==> src/rtl/dag_burst_arbiter_if.sv <==
// Handshake bundle between the DAG burst arbiter and its requesters:
// program sequencer, two block-transfer channels, memory ready and DAG controls.
interface dag_burst_arbiter_if #(
    parameter int CNT_W = 8
);
    logic             ps_req;
    logic             ps_dgsclt;
    logic             ps_mdfy;
    logic [2:0]       ps_iadd;
    logic [2:0]       ps_madd;
    logic             ps_gnt;

    logic             ch0_req;
    logic             ch1_req;
    logic [2:0]       ch0_iadd;
    logic [2:0]       ch0_madd;
    logic [2:0]       ch1_iadd;
    logic [2:0]       ch1_madd;
    logic [CNT_W-1:0] ch0_cnt;
    logic [CNT_W-1:0] ch1_cnt;
    logic             ch0_ack;
    logic             ch1_ack;
    logic             ch0_done;
    logic             ch1_done;

    logic             abort;
    logic             mem_rdy;

    logic             dg_en;
    logic             dg_dgsclt;
    logic             dg_mdfy;
    logic [2:0]       dg_iadd;
    logic [2:0]       dg_madd;
    logic             busy;

    modport master (
        output ps_req, ps_dgsclt, ps_mdfy, ps_iadd, ps_madd,
        output ch0_req, ch1_req, ch0_iadd, ch0_madd, ch1_iadd, ch1_madd,
        output ch0_cnt, ch1_cnt, abort, mem_rdy,
        input  ps_gnt, ch0_ack, ch1_ack, ch0_done, ch1_done,
        input  dg_en, dg_dgsclt, dg_mdfy, dg_iadd, dg_madd, busy
    );

    modport slave (
        input  ps_req, ps_dgsclt, ps_mdfy, ps_iadd, ps_madd,
        input  ch0_req, ch1_req, ch0_iadd, ch0_madd, ch1_iadd, ch1_madd,
        input  ch0_cnt, ch1_cnt, abort, mem_rdy,
        output ps_gnt, ch0_ack, ch1_ack, ch0_done, ch1_done,
        output dg_en, dg_dgsclt, dg_mdfy, dg_iadd, dg_madd, busy
    );
endinterface

==> src/rtl/dag_burst_arbiter.sv <==
// Shares the single DAG access slot between the program sequencer (always first)
// and two round-robin block-transfer channels, each burst doing N post-modify beats.
module dag_burst_arbiter #(
    parameter int CNT_W = 8
) (
    input  logic               clk,
    input  logic               rst_n,
    dag_burst_arbiter_if.slave bus
);
    typedef enum logic {IDLE = 1'b0, RUN = 1'b1} state_t;

    state_t           r_state;
    logic             r_act_ch;
    logic [2:0]       r_i_lat;
    logic [2:0]       r_m_lat;
    logic [CNT_W-1:0] r_rem;
    logic             r_rr_last;
    logic [1:0]       r_done_q;

    logic             w_idle;
    logic             w_grant0;
    logic             w_grant1;
    logic             w_accept;
    logic             w_beat;
    logic [CNT_W-1:0] w_acc_cnt;
    logic [2:0]       w_acc_i;
    logic [2:0]       w_acc_m;

    // On a tie the channel that was not served last wins.
    assign w_idle    = (r_state == IDLE);
    assign w_grant0  = w_idle & bus.ch0_req & (~bus.ch1_req | r_rr_last);
    assign w_grant1  = w_idle & bus.ch1_req & (~bus.ch0_req | ~r_rr_last);
    assign w_accept  = w_grant0 | w_grant1;
    assign w_acc_cnt = w_grant1 ? bus.ch1_cnt  : bus.ch0_cnt;
    assign w_acc_i   = w_grant1 ? bus.ch1_iadd : bus.ch0_iadd;
    assign w_acc_m   = w_grant1 ? bus.ch1_madd : bus.ch0_madd;
    assign w_beat    = (r_state == RUN) & ~bus.ps_req & bus.mem_rdy;

    assign bus.ps_gnt   = bus.ps_req;
    assign bus.busy     = (r_state == RUN);
    assign bus.ch0_ack  = rst_n & w_grant0;
    assign bus.ch1_ack  = rst_n & w_grant1;
    assign bus.ch0_done = rst_n & (r_done_q[0] | (w_grant0 & (bus.ch0_cnt == '0)));
    assign bus.ch1_done = rst_n & (r_done_q[1] | (w_grant1 & (bus.ch1_cnt == '0)));

    always_comb begin
        bus.dg_en     = 1'b0;
        bus.dg_dgsclt = 1'b0;
        bus.dg_mdfy   = 1'b0;
        bus.dg_iadd   = 3'd0;
        bus.dg_madd   = 3'd0;
        if (bus.ps_req) begin
            bus.dg_en     = 1'b1;
            bus.dg_dgsclt = bus.ps_dgsclt;
            bus.dg_mdfy   = bus.ps_mdfy;
            bus.dg_iadd   = bus.ps_iadd;
            bus.dg_madd   = bus.ps_madd;
        end else if (w_beat) begin
            bus.dg_en     = 1'b1;
            bus.dg_dgsclt = r_act_ch;
            bus.dg_iadd   = r_i_lat;
            bus.dg_madd   = r_m_lat;
        end
    end

    // Abort outranks the final beat, so an aborted burst never reports done.
    always_ff @(posedge clk or negedge rst_n) begin
        if (!rst_n) begin
            r_state   <= IDLE;
            r_act_ch  <= 1'b0;
            r_i_lat   <= 3'd0;
            r_m_lat   <= 3'd0;
            r_rem     <= '0;
            r_rr_last <= 1'b1;
            r_done_q  <= 2'b00;
        end else begin
            r_done_q <= 2'b00;
            case (r_state)
                IDLE: begin
                    if (w_accept) begin
                        r_act_ch  <= w_grant1;
                        r_rr_last <= w_grant1;
                        r_i_lat   <= w_acc_i;
                        r_m_lat   <= w_acc_m;
                        r_rem     <= w_acc_cnt;
                        if (w_acc_cnt != '0) begin
                            r_state <= RUN;
                        end
                    end
                end
                RUN: begin
                    if (bus.abort) begin
                        r_state <= IDLE;
                        r_rem   <= '0;
                    end else if (w_beat) begin
                        r_rem <= r_rem - CNT_W'(1);
                        if (r_rem == CNT_W'(1)) begin
                            r_state            <= IDLE;
                            r_done_q[r_act_ch] <= 1'b1;
                        end
                    end
                end
                default: r_state <= IDLE;
            endcase
        end
    end
endmodule

==> src/flat_wrapper.sv <==
// flat-port wrapper written by rule: the top's interface ports become plain ports
module dag_burst_arbiter_flat 
#(
    parameter int CNT_W = 8
)
  (clk, rst_n, bus_ps_req, bus_ps_dgsclt, bus_ps_mdfy, bus_ps_iadd, bus_ps_madd, bus_ch0_req, bus_ch1_req, bus_ch0_iadd, bus_ch0_madd, bus_ch1_iadd, bus_ch1_madd, bus_ch0_cnt, bus_ch1_cnt, bus_abort, bus_mem_rdy, bus_ps_gnt, bus_ch0_ack, bus_ch1_ack, bus_ch0_done, bus_ch1_done, bus_dg_en, bus_dg_dgsclt, bus_dg_mdfy, bus_dg_iadd, bus_dg_madd, bus_busy);
  dag_burst_arbiter_if #(.CNT_W(CNT_W)) bus_i ();
  input  logic clk;
  input  logic rst_n;
  input wire logic [$bits(bus_i.ps_req)-1:0] bus_ps_req;
  input wire logic [$bits(bus_i.ps_dgsclt)-1:0] bus_ps_dgsclt;
  input wire logic [$bits(bus_i.ps_mdfy)-1:0] bus_ps_mdfy;
  input wire logic [$bits(bus_i.ps_iadd)-1:0] bus_ps_iadd;
  input wire logic [$bits(bus_i.ps_madd)-1:0] bus_ps_madd;
  input wire logic [$bits(bus_i.ch0_req)-1:0] bus_ch0_req;
  input wire logic [$bits(bus_i.ch1_req)-1:0] bus_ch1_req;
  input wire logic [$bits(bus_i.ch0_iadd)-1:0] bus_ch0_iadd;
  input wire logic [$bits(bus_i.ch0_madd)-1:0] bus_ch0_madd;
  input wire logic [$bits(bus_i.ch1_iadd)-1:0] bus_ch1_iadd;
  input wire logic [$bits(bus_i.ch1_madd)-1:0] bus_ch1_madd;
  input wire logic [$bits(bus_i.ch0_cnt)-1:0] bus_ch0_cnt;
  input wire logic [$bits(bus_i.ch1_cnt)-1:0] bus_ch1_cnt;
  input wire logic [$bits(bus_i.abort)-1:0] bus_abort;
  input wire logic [$bits(bus_i.mem_rdy)-1:0] bus_mem_rdy;
  output wire logic [$bits(bus_i.ps_gnt)-1:0] bus_ps_gnt;
  output wire logic [$bits(bus_i.ch0_ack)-1:0] bus_ch0_ack;
  output wire logic [$bits(bus_i.ch1_ack)-1:0] bus_ch1_ack;
  output wire logic [$bits(bus_i.ch0_done)-1:0] bus_ch0_done;
  output wire logic [$bits(bus_i.ch1_done)-1:0] bus_ch1_done;
  output wire logic [$bits(bus_i.dg_en)-1:0] bus_dg_en;
  output wire logic [$bits(bus_i.dg_dgsclt)-1:0] bus_dg_dgsclt;
  output wire logic [$bits(bus_i.dg_mdfy)-1:0] bus_dg_mdfy;
  output wire logic [$bits(bus_i.dg_iadd)-1:0] bus_dg_iadd;
  output wire logic [$bits(bus_i.dg_madd)-1:0] bus_dg_madd;
  output wire logic [$bits(bus_i.busy)-1:0] bus_busy;
  assign bus_i.ps_req = bus_ps_req;
  assign bus_i.ps_dgsclt = bus_ps_dgsclt;
  assign bus_i.ps_mdfy = bus_ps_mdfy;
  assign bus_i.ps_iadd = bus_ps_iadd;
  assign bus_i.ps_madd = bus_ps_madd;
  assign bus_i.ch0_req = bus_ch0_req;
  assign bus_i.ch1_req = bus_ch1_req;
  assign bus_i.ch0_iadd = bus_ch0_iadd;
  assign bus_i.ch0_madd = bus_ch0_madd;
  assign bus_i.ch1_iadd = bus_ch1_iadd;
  assign bus_i.ch1_madd = bus_ch1_madd;
  assign bus_i.ch0_cnt = bus_ch0_cnt;
  assign bus_i.ch1_cnt = bus_ch1_cnt;
  assign bus_i.abort = bus_abort;
  assign bus_i.mem_rdy = bus_mem_rdy;
  assign bus_ps_gnt = bus_i.ps_gnt;
  assign bus_ch0_ack = bus_i.ch0_ack;
  assign bus_ch1_ack = bus_i.ch1_ack;
  assign bus_ch0_done = bus_i.ch0_done;
  assign bus_ch1_done = bus_i.ch1_done;
  assign bus_dg_en = bus_i.dg_en;
  assign bus_dg_dgsclt = bus_i.dg_dgsclt;
  assign bus_dg_mdfy = bus_i.dg_mdfy;
  assign bus_dg_iadd = bus_i.dg_iadd;
  assign bus_dg_madd = bus_i.dg_madd;
  assign bus_busy = bus_i.busy;
  dag_burst_arbiter #(.CNT_W(CNT_W)) u_core (.clk(clk), .rst_n(rst_n), .bus(bus_i));
endmodule
==> config.mk <==
export PLATFORM = sky130hd
export DESIGN_NAME = dag_burst_arbiter_flat
export DESIGN_NICKNAME = d
export VERILOG_FILES = /design/src/rtl/dag_burst_arbiter_if.sv /design/src/rtl/dag_burst_arbiter.sv /design/src/flat_wrapper.sv
export SDC_FILE = /design/constraint.sdc
export NUM_CORES = 1
export LEC_CHECK = 0
export CAP_MARGIN = 5
export CORE_MARGIN = 4
export CORE_UTILIZATION = 33
export DETAILED_ROUTE_END_ITERATION = 8
export HOLD_SLACK_MARGIN = 0.1
export PLACE_DENSITY = 0.66
export SKIP_CTS_REPAIR_TIMING = 1
export SLEW_MARGIN = 20
export SYNTH_ARGS = -nofsm -noshare
export SYNTH_HDL_FRONTEND = slang
export SYNTH_SLANG_ARGS = --single-unit
==> constraint.sdc <==
create_clock -name clk -period 4 [get_ports clk]
set_input_delay 0.4 -clock clk [delete_from_list [all_inputs] [get_ports clk]]
set_output_delay 0.4 -clock clk [all_outputs]
set_load 0.1 [all_outputs]
; ---- After elaboration in Yosys (flattened, before gate mapping)
; Cells that the tools add are included.
[totals]
ff_bits = 19
output_inout_bits = 15
word_cells = 69
[classes]
n_addsub = 1
magnitude_cmp = 2
n_eq_ne = 3
n_mux = 28
bitwise = 22
reduce_logical = 6
[ops]
columns = operator, count
row1 = $mux 8, 4
row2 = $mux 3, 6
row3 = $logic_not 8->1, 2
row4 = $pmux 8 s2, 1
row5 = $and 1x1->1, 12
row6 = $mux 1, 11
row7 = $eq 8x1->1 const B, 1
row8 = $mux 2, 4
row9 = $reduce_bool 8->1, 1
row10 = $sub 8x1->8 const B, 1
row11 = $not 1->1, 5
row12 = $or 1x1->1, 5
row13 = $reduce_and 2->1, 2
row14 = $ne 3x3->1 const B, 1
row15 = $lt 1x2->1 const B, 1
row16 = $ne 2x2->1 const B, 1
row17 = $pmux 1 s2, 1
row18 = $demux 1 s1, 1
row19 = $ge 1x1->1 const B, 1
row20 = $logic_and 1x1->1, 1

; ---- Longest topological paths before layout
[logic_depth]
depth_word = 8
depth_mapped = 6
mapped_depth_nobuf = 5

; ---- Worst setup path before layout
; No wires, ideal clock.
[synth_path]
kind = flip-flop to output port
startpoint = register u_core.r_state, in the netlist u_core.bus.busy
endpoint = output bus_ch0_done
t_arrival_ps = 2441
t_required_ps = 3600
setup_slack_ps = 1159
stages_incl_launch_ff = 6
path_buffers = 2
cell_sequence = dfrtp_1 buf_6 and2b_1 buf_2 nor3_1 o21a_1
[synth_between]
elab_chain_cells = 6
[synth_lines]
columns = item, line
row1 = from (decl), dag_burst_arbiter.sv:12  ; state_t r_state;
row2 = from (signal assigned), dag_burst_arbiter.sv:69  ; r_state <= IDLE;
row3 = from (signal assigned), dag_burst_arbiter.sv:87  ; r_state <= RUN;
row4 = from (signal assigned), dag_burst_arbiter.sv:93  ; r_state <= IDLE;
row5 = $not 1->1 (no line), n/a
row6 = $and 1x1->1 (2 in series), dag_burst_arbiter.sv:31  ; assign w_grant0 = w_idle & bus.ch0_req & (~bus.ch1_req | r_rr_last);
row7 = $and 1x1->1, dag_burst_arbiter.sv:43  ; assign bus.ch0_done = rst_n & (r_done_q[0] | (w_grant0 & (bus.ch0_cnt == '0)));
row8 = $or 1x1->1, dag_burst_arbiter.sv:43
row9 = $and 1x1->1, dag_burst_arbiter.sv:43
row10 = to (decl), flat_wrapper.sv:28  ; output wire logic [$bits(bus_i.ch0_done)-1:0] bus_ch0_done;
; No other way between the ends.

; ---- Final worst setup path
[layout_path]
startpoint = input bus_ps_req
endpoint = output bus_ps_gnt
[layout_rtl]
columns = item, line
row1 = from (decl), flat_wrapper.sv:10  ; input wire logic [$bits(bus_i.ps_req)-1:0] bus_ps_req;
row2 = to (decl), flat_wrapper.sv:25  ; output wire logic [$bits(bus_i.ps_gnt)-1:0] bus_ps_gnt;
; No word-level cell between the ends.

==> impl_metrics.tcl <==
set metrics [dict create \
    status "finished, final reports clean" \
    regArea_um2 477 \
    drv_slew 0 \
    synth_cells 135 \
    synth_top_area_share_pct 34.8 \
    utilization_pct 51.1 \
    cp-end-kind "primary output" \
    wl_per_cell_um 16.6 \
    p_sw_share_pct 46.2 \
    min_period_ns 2.75 \
    cts_root_buf "clkbuf_8" \
    fmax_mhz 364 \
    first_iter_violations 78 \
    routed_wl_um 3960 \
    final-hold-violation-count 0 \
    ant_nets 0 \
    worstPathRequired_ns 3.60 \
    power_per_cell_area_nw_per_um2 507 \
    path_delay_family "buffers and inverters" \
    cp.arrival_ns 2.35 \
    drive_above_1_share_pct 15.3 \
    grtUsageTotal_pct 16.3 \
    p_seq_share_pct 37.7 \
    diodes 0 \
    crit_path_max_fanout 12 \
    ir_worst_vdd_v 0.000174 \
    synth_edf_count 0 \
    ys.warnings.count 0 \
    syn_area_um2 1290 \
    die_w_um 70.6 \
    core_area_um2 3720 \
    vias 1276 \
    crit_type "primary input to primary output" \
    row_count 22 \
    multiInputGateArea_um2 747 \
    yosysSeqAreaShare_pct 36.8 \
    start_util_pct 34.8 \
    async_flop_share_pct 100 \
    synth_cell_types 42 \
    rsz0062_at_grt "no" \
    synthTopCellsByArea "dfrtp_1 (35%), mux2i_1 (7.7%), a22o_1 (4.7%)" \
    power.switching_w 0.000444 \
    ff2ff_setup_slack_ns 2.03 \
    vias_per_cell 5.36 \
    startpoint_type "primary input" \
    cp_slowest_cell "clkdlybuf4s50_1" \
    synth_most_common_cell "dfrtp_1" \
    p_int_w 0.000518 \
    clk_pin_slew_ns 0.08 \
    drv_cap 0 \
    dominantRegCellSynth "dfrtp_1" \
    die-area_um2 4990 \
    clock_latency_ns 0.26 \
    dp_slack_ns 1.25 \
    synthTopCellsByCount "dfrtp_1 (18), nand2_1 (14), mux2i_1 (10), o21ai_1 (8), a22o_1 (7)" \
    clock_skew_ns 0.00229 \
    cp_num_buf_inv 2 \
    numCtsBuffers 3 \
    grt_start_max_net_pins 24 \
    cts_sinks 19 \
    grt_overflow_total 0 \
    max_slew.worst_pin.slew_ns 0.963 \
    maxSlewHeadroom_pct 35.6 \
    leakage_nw 0.785 \
    path_cells "clkdlybuf4s50_1 -> clkdlybuf4s50_1" \
    cts_tree "yes" \
    fin_tns_setup_ns 0 \
    die_h_um 70.6 \
    nFillCells 364 \
    grt_first_pass_wirelength_um 6490 \
    dp_hpwl_um 3120 \
    io_buffer_count 57 \
    timing.final.ws_setup_ns 1.25 \
    h-tree-depth 1 \
    min_path_type "primary input to async pin" \
    combPwrFrac_pct 47.9 \
    area_growth_pct 46.7 \
    synth_top_area_cell "dfrtp_1" \
    critPathMaxStageDelay_ns 1.22 \
    firstDrtPassIters 4 \
    layout.nets 236 \
    cpMostUsedCell "clkdlybuf4s50_1" \
    p_clk_share_pct 14.3 \
    setup_violations 0 \
    syn-num-nets 180 \
    gp_congestion 0.833 \
    route.detailed.drc 0 \
    pin_count 58 \
    grt_pass1_vias 1291 \
    avgSynthCellArea_um2 9.58 \
    cts_buffer_depth 2 \
    antenna_found_initial 0 \
    synth-seq-cells 19 \
    timing.final.crit_share_pct 68.8 \
]
## power groups by stage
stage	clock network [W]	logic [W]	registers, W
3_5_place_dp	0	0.000462	0.000363
4_1_cts	0.000141	0.000463	0.000359
3_3_place_gp	0	0.000456	0.000362
5_1_grt	0.000153	0.000504	0.000372
6_report	0.000138	0.000461	0.000363
2_1_floorplan	0	0.000336	0.000358
## flip-flops by register name, summed over array words and instances, names as in the netlist
register,count
u_core.bus.busy,1
u_core.r_act_ch,1
u_core.r_done_q,2
u_core.r_i_lat,3
u_core.r_m_lat,3
u_core.r_rem,8
u_core.r_rr_last,1
## per-layer routing
metal | up-vias | GRT usage [%] | part of all wire (%)
li1 | 616 | - | -
met1 | 602 | 21.7 | 44
met2 | 47 | 26.4 | 49
met3 | 11 | 2.27 | 4.9
met4 | 0 | 7.10 | 2.8
met5 | - | 0 | 0
## final timing paths
check	cells past startpoint	endpoint	startpoint
worst max-delay path	2	bus_ps_gnt	bus_ps_req
worst min-delay path	2	u_core.r_rem[5]	rst_n
worst max register to register	4	u_core.r_rem[6]	u_core.bus.busy
worst min register to register	2	u_core.r_m_lat[0]	u_core.r_m_lat[0]
max in group asynchronous	2	u_core.r_rr_last	rst_n
min in group clk	2	u_core.r_m_lat[0]	u_core.r_m_lat[0]
## final cells by class
cell class / count / area share [%]
multi-input combinational: 105 / 39.4
clock inverter: 1 / 0.264
sequential: 19 / 25.1
inverter: 2 / 0.396
timing repair buffer: 60 / 29.5
clock buffer: 3 / 2.18
tap: 48 / 3.16
## logic make-up after synthesis
group                      after synthesis  share of synthesized area (%)
AOI/OAI and AO/OA                       40                           22.1
adders and majority gates                2                           1.93
buffers and inverters                   11                           5.42
DFF                                     19                           36.8
muxes                                   10                           7.74
and+or+nand+nor                         53                           25.9
## per-stage QoR
step	total power, W	instance area (µm²)	cells	hold slack [ns]
final	0.000962	1900	238	0.479
after global routing	0.00103	1900	238	0.501
after CTS	0.000964	1900	238	0.486
after detailed placement	0.000825	1850	234	0.487
after global placement	0.000817	1850	234	0.480
after floorplan	0.000693	1290	135	0.104
## layout by cell type (no fill, tap or decap), drive strengths merged, types with 4 or more instances in the layout
master / Yosys / routed
o21ai: 13 / 13
buf: 9 / 16
nand3: 4 / 4
a22o: 7 / 7
clkdlybuf4s50: 0 / 44
nor2: 5 / 5
nor3: 5 / 5
nor4b: 5 / 5
mux2i: 10 / 10
nand2: 14 / 14
nor4: 5 / 5
a21oi: 5 / 5
dfrtp: 18 / 18
(Power assumes the default switching activity.)
